`src/rtl/signed_seq_multiplier.sv`:
```
// Signed sequential multiplier: sign-magnitude conversion, WIDTH-step shift-add, conditional negate (optional ovf under MUL_OVF_EN).
// Latency: out_valid rises WIDTH+1 clocks after the accepting edge; best-case throughput one product per WIDTH+3 clocks.
// Backpressure: in_ready only in IDLE; product and out_valid held in DONE until out_ready, no combinational in->out paths.
module signed_seq_multiplier #(
  parameter int WIDTH = 8
) (
  input  logic                 clk,
  input  logic                 rst_n,
  input  logic                 in_valid,
  output logic                 in_ready,
  input  logic [WIDTH-1:0]     a,
  input  logic [WIDTH-1:0]     b,
  output logic                 out_valid,
  input  logic                 out_ready,
  output logic [2*WIDTH-1:0]   p
`ifdef MUL_OVF_EN
  ,
  output logic                 ovf
`endif
);

  localparam int CNT_W = (WIDTH > 1) ? $clog2(WIDTH) : 1;
  localparam logic [CNT_W-1:0] LAST_CNT = CNT_W'(WIDTH - 1);

  typedef enum logic [1:0] {
    S_IDLE,
    S_RUN,
    S_SIGN,
    S_DONE
  } state_t;

  state_t               state_q, state_d;
  logic [WIDTH-1:0]     mag_a_q, mag_a_d;
  logic [WIDTH-1:0]     mag_b_q, mag_b_d;
  logic [2*WIDTH-1:0]   acc_q, acc_d;
  logic [CNT_W-1:0]     cnt_q, cnt_d;
  logic                 neg_q, neg_d;
  logic [2*WIDTH-1:0]   p_q, p_d;
  logic                 out_valid_q, out_valid_d;
`ifdef MUL_OVF_EN
  logic                 ovf_q, ovf_d;
`endif

  // Partial-product add into the upper accumulator half; the carry becomes the new MSB after the shift.
  logic [WIDTH:0]       sum_s;
  logic [2*WIDTH-1:0]   prod_s;
  assign sum_s  = {1'b0, acc_q[2*WIDTH-1:WIDTH]} + {1'b0, mag_a_q & {WIDTH{mag_b_q[0]}}};
  // Magnitude result restored to signed; ~0+1 truncates to 0 so there is no negative zero.
  assign prod_s = neg_q ? (~acc_q + 1'b1) : acc_q;

  assign in_ready  = (state_q == S_IDLE);
  assign out_valid = out_valid_q;
  assign p         = p_q;
`ifdef MUL_OVF_EN
  assign ovf       = ovf_q;
`endif

  // Next-state and datapath update for the IDLE -> RUN -> SIGN -> DONE sequence.
  always_comb begin
    state_d     = state_q;
    mag_a_d     = mag_a_q;
    mag_b_d     = mag_b_q;
    acc_d       = acc_q;
    cnt_d       = cnt_q;
    neg_d       = neg_q;
    p_d         = p_q;
    out_valid_d = out_valid_q;
`ifdef MUL_OVF_EN
    ovf_d       = ovf_q;
`endif
    case (state_q)
      S_IDLE: begin
        if (in_valid) begin
          // -2^(W-1) maps to 2^(W-1), which still fits the unsigned magnitude register.
          mag_a_d = a[WIDTH-1] ? (~a + 1'b1) : a;
          mag_b_d = b[WIDTH-1] ? (~b + 1'b1) : b;
          neg_d   = a[WIDTH-1] ^ b[WIDTH-1];
          acc_d   = '0;
          cnt_d   = '0;
          state_d = S_RUN;
        end
      end
      S_RUN: begin
        // Shift {carry, acc, mag_b} right by one; the low acc bit drops into the consumed multiplier bits.
        acc_d   = {sum_s, acc_q[WIDTH-1:1]};
        mag_b_d = {acc_q[0], mag_b_q[WIDTH-1:1]};
        cnt_d   = cnt_q + 1'b1;
        if (cnt_q == LAST_CNT) begin
          state_d = S_SIGN;
        end
      end
      S_SIGN: begin
        p_d         = prod_s;
        out_valid_d = 1'b1;
`ifdef MUL_OVF_EN
        // Out of WIDTH-bit signed range when the top W+1 product bits are not all copies of the sign.
        ovf_d       = !((&prod_s[2*WIDTH-1:WIDTH-1]) || !(|prod_s[2*WIDTH-1:WIDTH-1]));
`endif
        state_d     = S_DONE;
      end
      S_DONE: begin
        if (out_ready) begin
          out_valid_d = 1'b0;
`ifdef MUL_OVF_EN
          ovf_d       = 1'b0;
`endif
          state_d     = S_IDLE;
        end
      end
      default: begin
        state_d = S_IDLE;
      end
    endcase
  end

  // State and datapath registers; reset aborts any operation in flight.
  always_ff @(posedge clk or negedge rst_n) begin
    if (!rst_n) begin
      state_q     <= S_IDLE;
      mag_a_q     <= '0;
      mag_b_q     <= '0;
      acc_q       <= '0;
      cnt_q       <= '0;
      neg_q       <= 1'b0;
      p_q         <= '0;
      out_valid_q <= 1'b0;
`ifdef MUL_OVF_EN
      ovf_q       <= 1'b0;
`endif
    end else begin
      state_q     <= state_d;
      mag_a_q     <= mag_a_d;
      mag_b_q     <= mag_b_d;
      acc_q       <= acc_d;
      cnt_q       <= cnt_d;
      neg_q       <= neg_d;
      p_q         <= p_d;
      out_valid_q <= out_valid_d;
`ifdef MUL_OVF_EN
      ovf_q       <= ovf_d;
`endif
    end
  end

endmodule

```
`config.mk`:
```
export PLATFORM = sky130hd
export DESIGN_NAME = signed_seq_multiplier
export DESIGN_NICKNAME = d
export VERILOG_FILES = /design/src/rtl/signed_seq_multiplier.sv
export SDC_FILE = /design/constraint.sdc
export NUM_CORES = 1
export LEC_CHECK = 0
export CAP_MARGIN = 10
export CORE_UTILIZATION = 60
export DETAILED_ROUTE_END_ITERATION = 6
export PLACE_DENSITY = 0.84
export SLEW_MARGIN = 10
export SYNTH_ARGS = -nofsm -noshare
export SYNTH_HDL_FRONTEND = slang
export SYNTH_SLANG_ARGS = --single-unit
export TNS_END_PERCENT = 100
```
`constraint.sdc`:
```
create_clock -name clk -period 3.4 [get_ports clk]
set_input_delay 0.68 -clock clk [delete_from_list [all_inputs] [get_ports clk]]
set_output_delay 0.68 -clock clk [all_outputs]
set_load 0.005 [all_outputs]
```
Word level (Yosys, flattened, before mapping)
Cells that the tools add are included.

Flip-flop bits (word level): 55. Word-level logic and storage cells: 47.

Equal/unequal tests: 7. Bitwise operators: 5. $add $sub $neg: 5. Reductions and logical operators: 7. Mux-type cells: 15.

Operator list (count): two-way mux 16 bit (2); one-hot mux 16 bit (2 select lines) (1); two-way mux 8 bit (3); adder 16 x 1 -> 16 bit (second input constant) (1); adder 8 x 1 -> 8 bit (second input constant) (2); inverter 16 bit (1); inverter 8 bit (2); one-hot mux 8 bit (2 select lines) (1); adder 8 x 8 -> 9 bit (1); bitwise AND 8 bit (1); one-hot mux 2 bit (4 select lines) (1); two-way mux 2 bit (3); != test 2 bit (second input constant) (3); one-hot mux 3 bit (2 select lines) (1); AND reduction 2 bit (3); == test 2 bit (second input constant) (2); nonzero test 2 bit (2); adder 3 x 1 -> 3 bit (second input constant) (1); == test 3 bit (second input constant) (1); two-way mux 3 bit (1); AND reduction 3 bit (1); == test 2 x 1 -> 1 bit (second input constant) (1); zero test 2 bit (1); one-hot mux 1 bit (2 select lines) (1); 2 further kinds (2).

Longest topological paths before layout
Gate-level depths: netlist (run 1).

Depth after elaboration: 5. Mapped depth: 8.

Worst setup path after synthesis (run 1)
Ideal clock, no wire load.

Kind: flip-flop to flip-flop. From: register mag_b_q[0]. To: register acc_q[13]. Buffers on the path: 0. Stages on the path, launching flop included: 9. Slack: 1.451 ns. Data arrival time: 1.821 ns. Required time: 3.273 ns. Clock period less this slack: 1.949 ns. Cells stage by stage: dfrtp_1 > and2_1 > ha_1 > fa_1 > a21oi_1 > o211ai_1 > a21oi_1 > xor2_1 > o21ai_1.

Word-level cells in the longest chain between the ends: 3.

Ends and longest elaborated chain: from (decl) (line 34) `logic [WIDTH-1:0] mag_b_q, mag_b_d;`; from (signal assigned) (line 133) `mag_b_q <= mag_b_d;`; bitwise AND 8 bit (line 47) `assign sum_s = {1'b0, acc_q[2*WIDTH-1:WIDTH]} + {1'b0, mag_a_q & {WIDTH{mag_b_q[0]}}};`; adder 8 x 8 -> 9 bit (line 47); one-hot mux 16 bit (2 select lines) (line 71) `case (state_q)`; to (signal assigned) (line 122) `acc_q <= '0;`; to (signal assigned) (line 134) `acc_q <= acc_d;`; to (decl) (line 35) `logic [2*WIDTH-1:0] acc_q, acc_d;`.

Every way passes these cells. A chain may end at the register's enable or synchronous reset.

Final worst setup path (run 1)
From: register state_q[0]. To: output in_ready.

Word-level cells in the longest chain between the ends: 1.

Ends and longest elaborated chain: from (decl) (line 32) `state_t state_q, state_d;`; from (signal assigned) (line 131) `state_q <= state_d;`; zero test 2 bit (line 51) `assign in_ready = (state_q == S_IDLE);`; to (decl) (line 10) `output logic in_ready,`.

Every way passes these cells.

==> metrics.yaml, run 1 <==
detailed_routing:
  via_per_inst: 5.514
  drc: 0
  drt_iter0_markers: 111
  final_antenna_net_count: 0
  num_vias: 2349
  route.detailed.wl_per_inst_um: 12.43
  first_pass_iters: 5
  routed_wl_um: 5297
cells_and_area:
  final_nets: 396
  final_common_cell: "dfrtp_1"
  syn2layout_area_growth_pct: 16.91
  drive_gt1_frac: 0.06128
  n_antenna_cell: 0
  instances_no_fill: 426
  nFillCells: 385
  mostFrequentLayoutCells: "dfrtp_1 (55), nand2_1 (38), clkdlybuf4s50_1 (36)"
  finish.instance_area_mm2: 0.003616
place:
  globalplace.congestion: 0.8202
  dp.final_hpwl_um: 4013
  placed_area_mm2: 0.003503
  pre_cts_slack_ps: 889.2
  io_buffers: 37
  placed_cells: 418
clocking:
  htree_levels: 2
  clk_pin_slew_ps: 100
  post_cts_buffers: 0
  cts-resized-gates: 0
  clock_sinks: 55
  clockBufferDepth: 2
  clk_latency_ps: 310
  tritoncts: "built"
  hold_buffers: 0
  cts_root_buf: "clkbuf_8"
  cts_buffers: 5
sta:
  setup-tns-final_ps: 0
  worst_clock_skew_ps: 5.766
  finalSetupViolCount: 0
  worst_slack_ps: 1115
  finalCritPeriodShare: 0.6722
  worstMarginPinSlew_ps: 1061
  rsz0062_at_grt: "false"
  slew_headroom: 0.2929
  hold_viol: 0
  max_freq_mhz: 437.6
  drv_slew: 0
  min_period_ps: 2285
job:
  cap_violations: 0
die:
  chipHeight_um: 73.80
  fp.dieW_um: 73.80
  num_rows: 25
  dieArea_mm2: 0.005446
  core_mm2: 0.004848
  io_pins: 38
  initial_core_util: 0.6379
worst_setup_path:
  worst-path-max-fanout: 6
  slowest_stage: "clkdlybuf4s50_1"
  cp-start-kind: "register"
  critical_path_class: "register to output pin"
  critPathCaptureType: "output pin"
  max_stage_delay_ps: 530
  worstPathCellList: "inv_1, ha_1, clkdlybuf4s50_1"
  arrival_ps: 1610
  worstPathRequired_ps: 2720
  reg2reg_depth: 8
synth:
  netlist_instances: 327
  synth_cell_types: 46
  seq_area_frac_synth: 0.4450
  synth_nets: 365
  avgSynthCellArea_um2: 9.459
  yosysWarnings: 0
  netlist_area_mm2: 0.003093
  ys_seq_elements: 55
global_routing:
  grt_max_degree: 36
  grt_pass1_wl_um: 9390
  grt_pass1_vias: 2194
  grt_usage: 0.2225
  overflow: 0
  antenna_found_initial: 0
status:
  status: "finished clean"
pwr:
  ir_drop_v: 0.0005139
  p_per_area_mw_per_mm2: 910.3
  power.leakage_nw: 1.645
worst_hold_path:
  hold_path.class: "input port to async pin"
[stage by stage]
| step | total power [mW] | hold slack (ps) | util |
|---|---|---|---|
| after floorplan | 2.374 | 384.4 | - |
| after global routing | 3.600 | 487.9 | 0.7458 |
| after global placement | 2.818 | 455.8 | 0.7226 |
| after detailed placement | 2.883 | 468.8 | 0.7226 |
| final | 3.292 | 421.3 | 0.7458 |
| after CTS | 3.315 | 444.5 | 0.7458 |
[critical path: cells and delay by family, from the launching register on]
kind | cells | cell delay (ps)
adders and majority gates | 1 | 250
buffers and inverters | 2 | 630
DFF | 1 | 420
[path summary, 6_finish.rpt]
kind,from,to,slack [ps]
setup / recovery,state_q[0]$_DFFE_PN0P_,in_ready,1110
hold / removal,rst_n,p[3]$_DFFE_PN0P_,420
setup reg to reg,mag_b_q[0]$_DFFE_PN0P_,acc_q[13]$_DFFE_PN0P_,1210
hold reg to reg,mag_a_q[6]$_DFFE_PN0P_,mag_a_q[6]$_DFFE_PN0P_,490
max in group asynchronous,rst_n,mag_a_q[6]$_DFFE_PN0P_,2230
min in group clk,mag_a_q[6]$_DFFE_PN0P_,mag_a_q[6]$_DFFE_PN0P_,490
[registers in the layout, summed over array words and instances, names as in the netlist]
name,count
mag_b_q,8
out_valid,1
acc_q,16
p,16
neg_q,1
mag_a_q,8
state_q,2
cnt_q,3
[layout make-up]
type                    count  area [um^2]  area share
multi-input cells         242         1603      0.4433
flip-flops and latches     55         1376      0.3806
repair buffers             40        387.9      0.1073
well taps                  67        83.83     0.02318
clock buffers               5        68.82     0.01903
inverters                  14        52.55     0.01453
clock inverters             3        43.79     0.01211
[routing by layer]
metal,global-route usage,up-vias,part of all wire
li1,-,1195,-
met1,0.2802,1089,0.47
met2,0.3925,59,0.48
met3,0.04115,6,0.043
met4,0.05769,0,0.012
met5,0,-,0
[kinds of logic (layout without fill, tap and decap cells)]
logic type / count (synthesis) / after routing / share of synthesized area
DFF: 55 / 55 / 0.4450
and+or+nand+nor: 96 / 96 / 0.1460
xor gates and xnor gates: 30 / 30 / 0.08495
buffers and inverters: 30 / 62 / 0.03681
muxes: 7 / 7 / 0.02346
AOI/OAI and AO/OA: 91 / 91 / 0.1885
adders and majority gates: 18 / 18 / 0.07524
[where the power goes]
group,internal [mW],total [mW],switching [mW]
Clock,0.219,0.426,0.207
Combinational,0.785,1.64,0.850
Sequential,0.951,1.23,0.279
[Yosys cell counts, drive strengths merged]
cell / instances / area share
a21o: 1 / 0.0024
mux2: 2 / 0.0073
dfrtp: 55 / 0.44
inv: 14 / 0.017
nand2: 39 / 0.048
o221a: 1 / 0.0036
xor2: 23 / 0.065
o21bai: 1 / 0.0024
o21a: 1 / 0.0024
a21oi: 22 / 0.036
or2: 1 / 0.0020
a22o: 9 / 0.026
o21ai: 34 / 0.055
nor2b: 5 / 0.010
a2bb2oi: 1 / 0.0028
nor2: 25 / 0.030
o31ai: 6 / 0.016
a32o: 1 / 0.0032
xnor2: 7 / 0.020
fa: 1 / 0.0065
nand2b: 4 / 0.0081
clkbuf: 15 / 0.018
buf: 1 / 0.0016
o41ai: 3 / 0.013
nor3: 6 / 0.0097
nor4b: 1 / 0.0028
mux2i: 5 / 0.016
a211oi: 3 / 0.0073
nand3: 1 / 0.0016
or3: 2 / 0.0040
o22ai: 3 / 0.0061
a21boi: 1 / 0.0024
and2: 9 / 0.018
o211ai: 1 / 0.0024
a221oi: 1 / 0.0028
nor4: 3 / 0.011
a31oi: 2 / 0.0040
ha: 17 / 0.069
Note: power is estimated with default switching activity, not from simulation.
==> inputs of run 2 (changes only) <==
--- a/config.mk
+++ b/config.mk
@@ -6,9 +6,9 @@
 export NUM_CORES = 1
 export LEC_CHECK = 0
 export CAP_MARGIN = 10
-export CORE_UTILIZATION = 60
+export CORE_UTILIZATION = 50
 export DETAILED_ROUTE_END_ITERATION = 6
-export PLACE_DENSITY = 0.84
+export PLACE_DENSITY = 0.75
 export SLEW_MARGIN = 10
 export SYNTH_ARGS = -nofsm -noshare
 export SYNTH_HDL_FRONTEND = slang
==> constraint.sdc (replaced) <==
create_clock -name clk -period 2.1 [get_ports clk]
set_input_delay 0.42 -clock clk [delete_from_list [all_inputs] [get_ports clk]]
set_output_delay 0.42 -clock clk [all_outputs]
set_load 0.005 [all_outputs]
==> metrics.yaml, run 2 (synthesized netlist as in run 1, its figures left out) <==
place:
  dp.final_hpwl_um: 4340
  globalplace.congestion: 0.8463
  placed_area_mm2: 0.003586
  io_buffers: 37
sta:
  finalSetupViolCount: 0
  worst_clock_skew_ps: 14.86
  drv_slew: 0
  min_period_ps: 2021
  worstMarginPinSlew_ps: 635.0
  finalCritPeriodShare: 0.9621
  hold_viol: 0
  fin_hold_ws_ps: 110.2
  max_freq_mhz: 494.9
  slew_headroom: 0.5767
  rsz0062_at_grt: "false"
  setup-tns-final_ps: 0
clocking:
  cts-resized-gates: 0
  tritoncts: "built"
  post_cts_buffers: 0
  clk_pin_slew_ps: 100
  cts_buffers: 5
  clk_latency_ps: 310
  clock_sinks: 55
  htree_levels: 2
  clockBufferDepth: 2
  cts_root_buf: "clkbuf_8"
  hold_buffers: 0
worst_setup_path:
  worstPathCellList: "inv_1, ha_2, clkdlybuf4s50_1"
  reg2reg_setup_slack_ps: 160
  critPathCaptureType: "output pin"
  rr_endpoint: "acc_q[13]$_DFFE_PN0P_"
  reg2reg_depth: 8
  cp-start-kind: "register"
  arrival_ps: 1600
  worst-path-max-fanout: 6
  worstPathRequired_ps: 1680
  critical_path_class: "register to output pin"
  worstReg2RegStart: "mag_b_q[0]$_DFFE_PN0P_"
  slowest_stage: "clkdlybuf4s50_1"
  max_stage_delay_ps: 520
die:
  io_pins: 38
  chipHeight_um: 80.65
  fp.dieW_um: 80.65
  dieArea_mm2: 0.006504
  initial_core_util: 0.5193
  num_rows: 28
  core_mm2: 0.005956
pwr:
  p_per_area_mw_per_mm2: 1481
  power.leakage_nw: 1.681
  p_total_mw: 5.495
  ir_drop_v: 0.0007425
cells_and_area:
  final_nets: 404
  drive_gt1_frac: 0.09290
  syn2layout_area_growth_pct: 19.94
  mostFrequentLayoutCells: "dfrtp_1 (55), nand2_1 (38), clkdlybuf4s50_1 (36)"
  final_common_cell: "dfrtp_1"
  fin_util: 0.6229
  finish.instance_area_mm2: 0.003710
  n_antenna_cell: 0
  nFillCells: 528
global_routing:
  grt_max_degree: 32
  overflow: 0
  grt_usage: 0.1966
  grt_pass1_vias: 2181
  grt_pass1_wl_um: 9825
  antenna_found_initial: 0
detailed_routing:
  drt_iter0_markers: 75
  final_antenna_net_count: 0
  drc: 0
  first_pass_iters: 4
  routed_wl_um: 5665
  num_vias: 2362
  via_per_inst: 5.356
  route.detailed.wl_per_inst_um: 12.85
worst_hold_path:
  hold_path.class: "input port to async pin"
status:
  status: "finished clean"
job:
  cap_violations: 0
## run 2: final cells by class
class                      instances  area [um^2]  share of cell area
timing repair buffer              48        460.4              0.1241
tap                               75        93.84             0.02530
sequential                        55         1376              0.3710
inverter                          14        52.55             0.01417
multi-input combinational        242         1620              0.4368
clock buffer                       5        68.82             0.01855
clock inverter                     2        37.54             0.01012
## run 2: critical path: cells and delay by family, from the launching register on
family                     cells  cell delay (ps)
buffers and inverters          2              630
DFF                            1              420
adders and majority gates      1              250
## run 2: through the flow
step,cells,setup slack [ps]
2_1_floorplan,327,151.4
3_5_place_dp,434,40.98
3_3_place_gp,434,109.6
6_report,441,79.50
4_1_cts,441,21.95
5_1_grt,441,12.28
## run 2: where the power goes
group | switching (mW) | internal, mW | leakage, nW
Clock | 0.343 | 0.349 | 0.0502
Combinational | 1.46 | 1.37 | 0.937
Sequential | 0.433 | 1.54 | 0.694
## run 2: worst max path at each step
stage	slack, ps	start	end
floorplan	150	mag_b_q[0]$_DFFE_PN0P_	acc_q[13]$_DFFE_PN0P_
global placement	110	mag_b_q[0]$_DFFE_PN0P_	acc_q[13]$_DFFE_PN0P_
detailed placement	40	mag_b_q[0]$_DFFE_PN0P_	acc_q[13]$_DFFE_PN0P_
CTS	20	state_q[0]$_DFFE_PN0P_	in_ready
global route	10	state_q[0]$_DFFE_PN0P_	in_ready
finish	80	state_q[0]$_DFFE_PN0P_	in_ready
## run 2: routing by layer
layer / up-vias / GRT usage / routed length (um)
met3: 5 / 0.03750 / 174
met4: 0 / 0.05357 / 66
li1: 1213 / - / -
met2: 43 / 0.3339 / 2663
met5: - / 0 / 0
met1: 1101 / 0.2545 / 2760
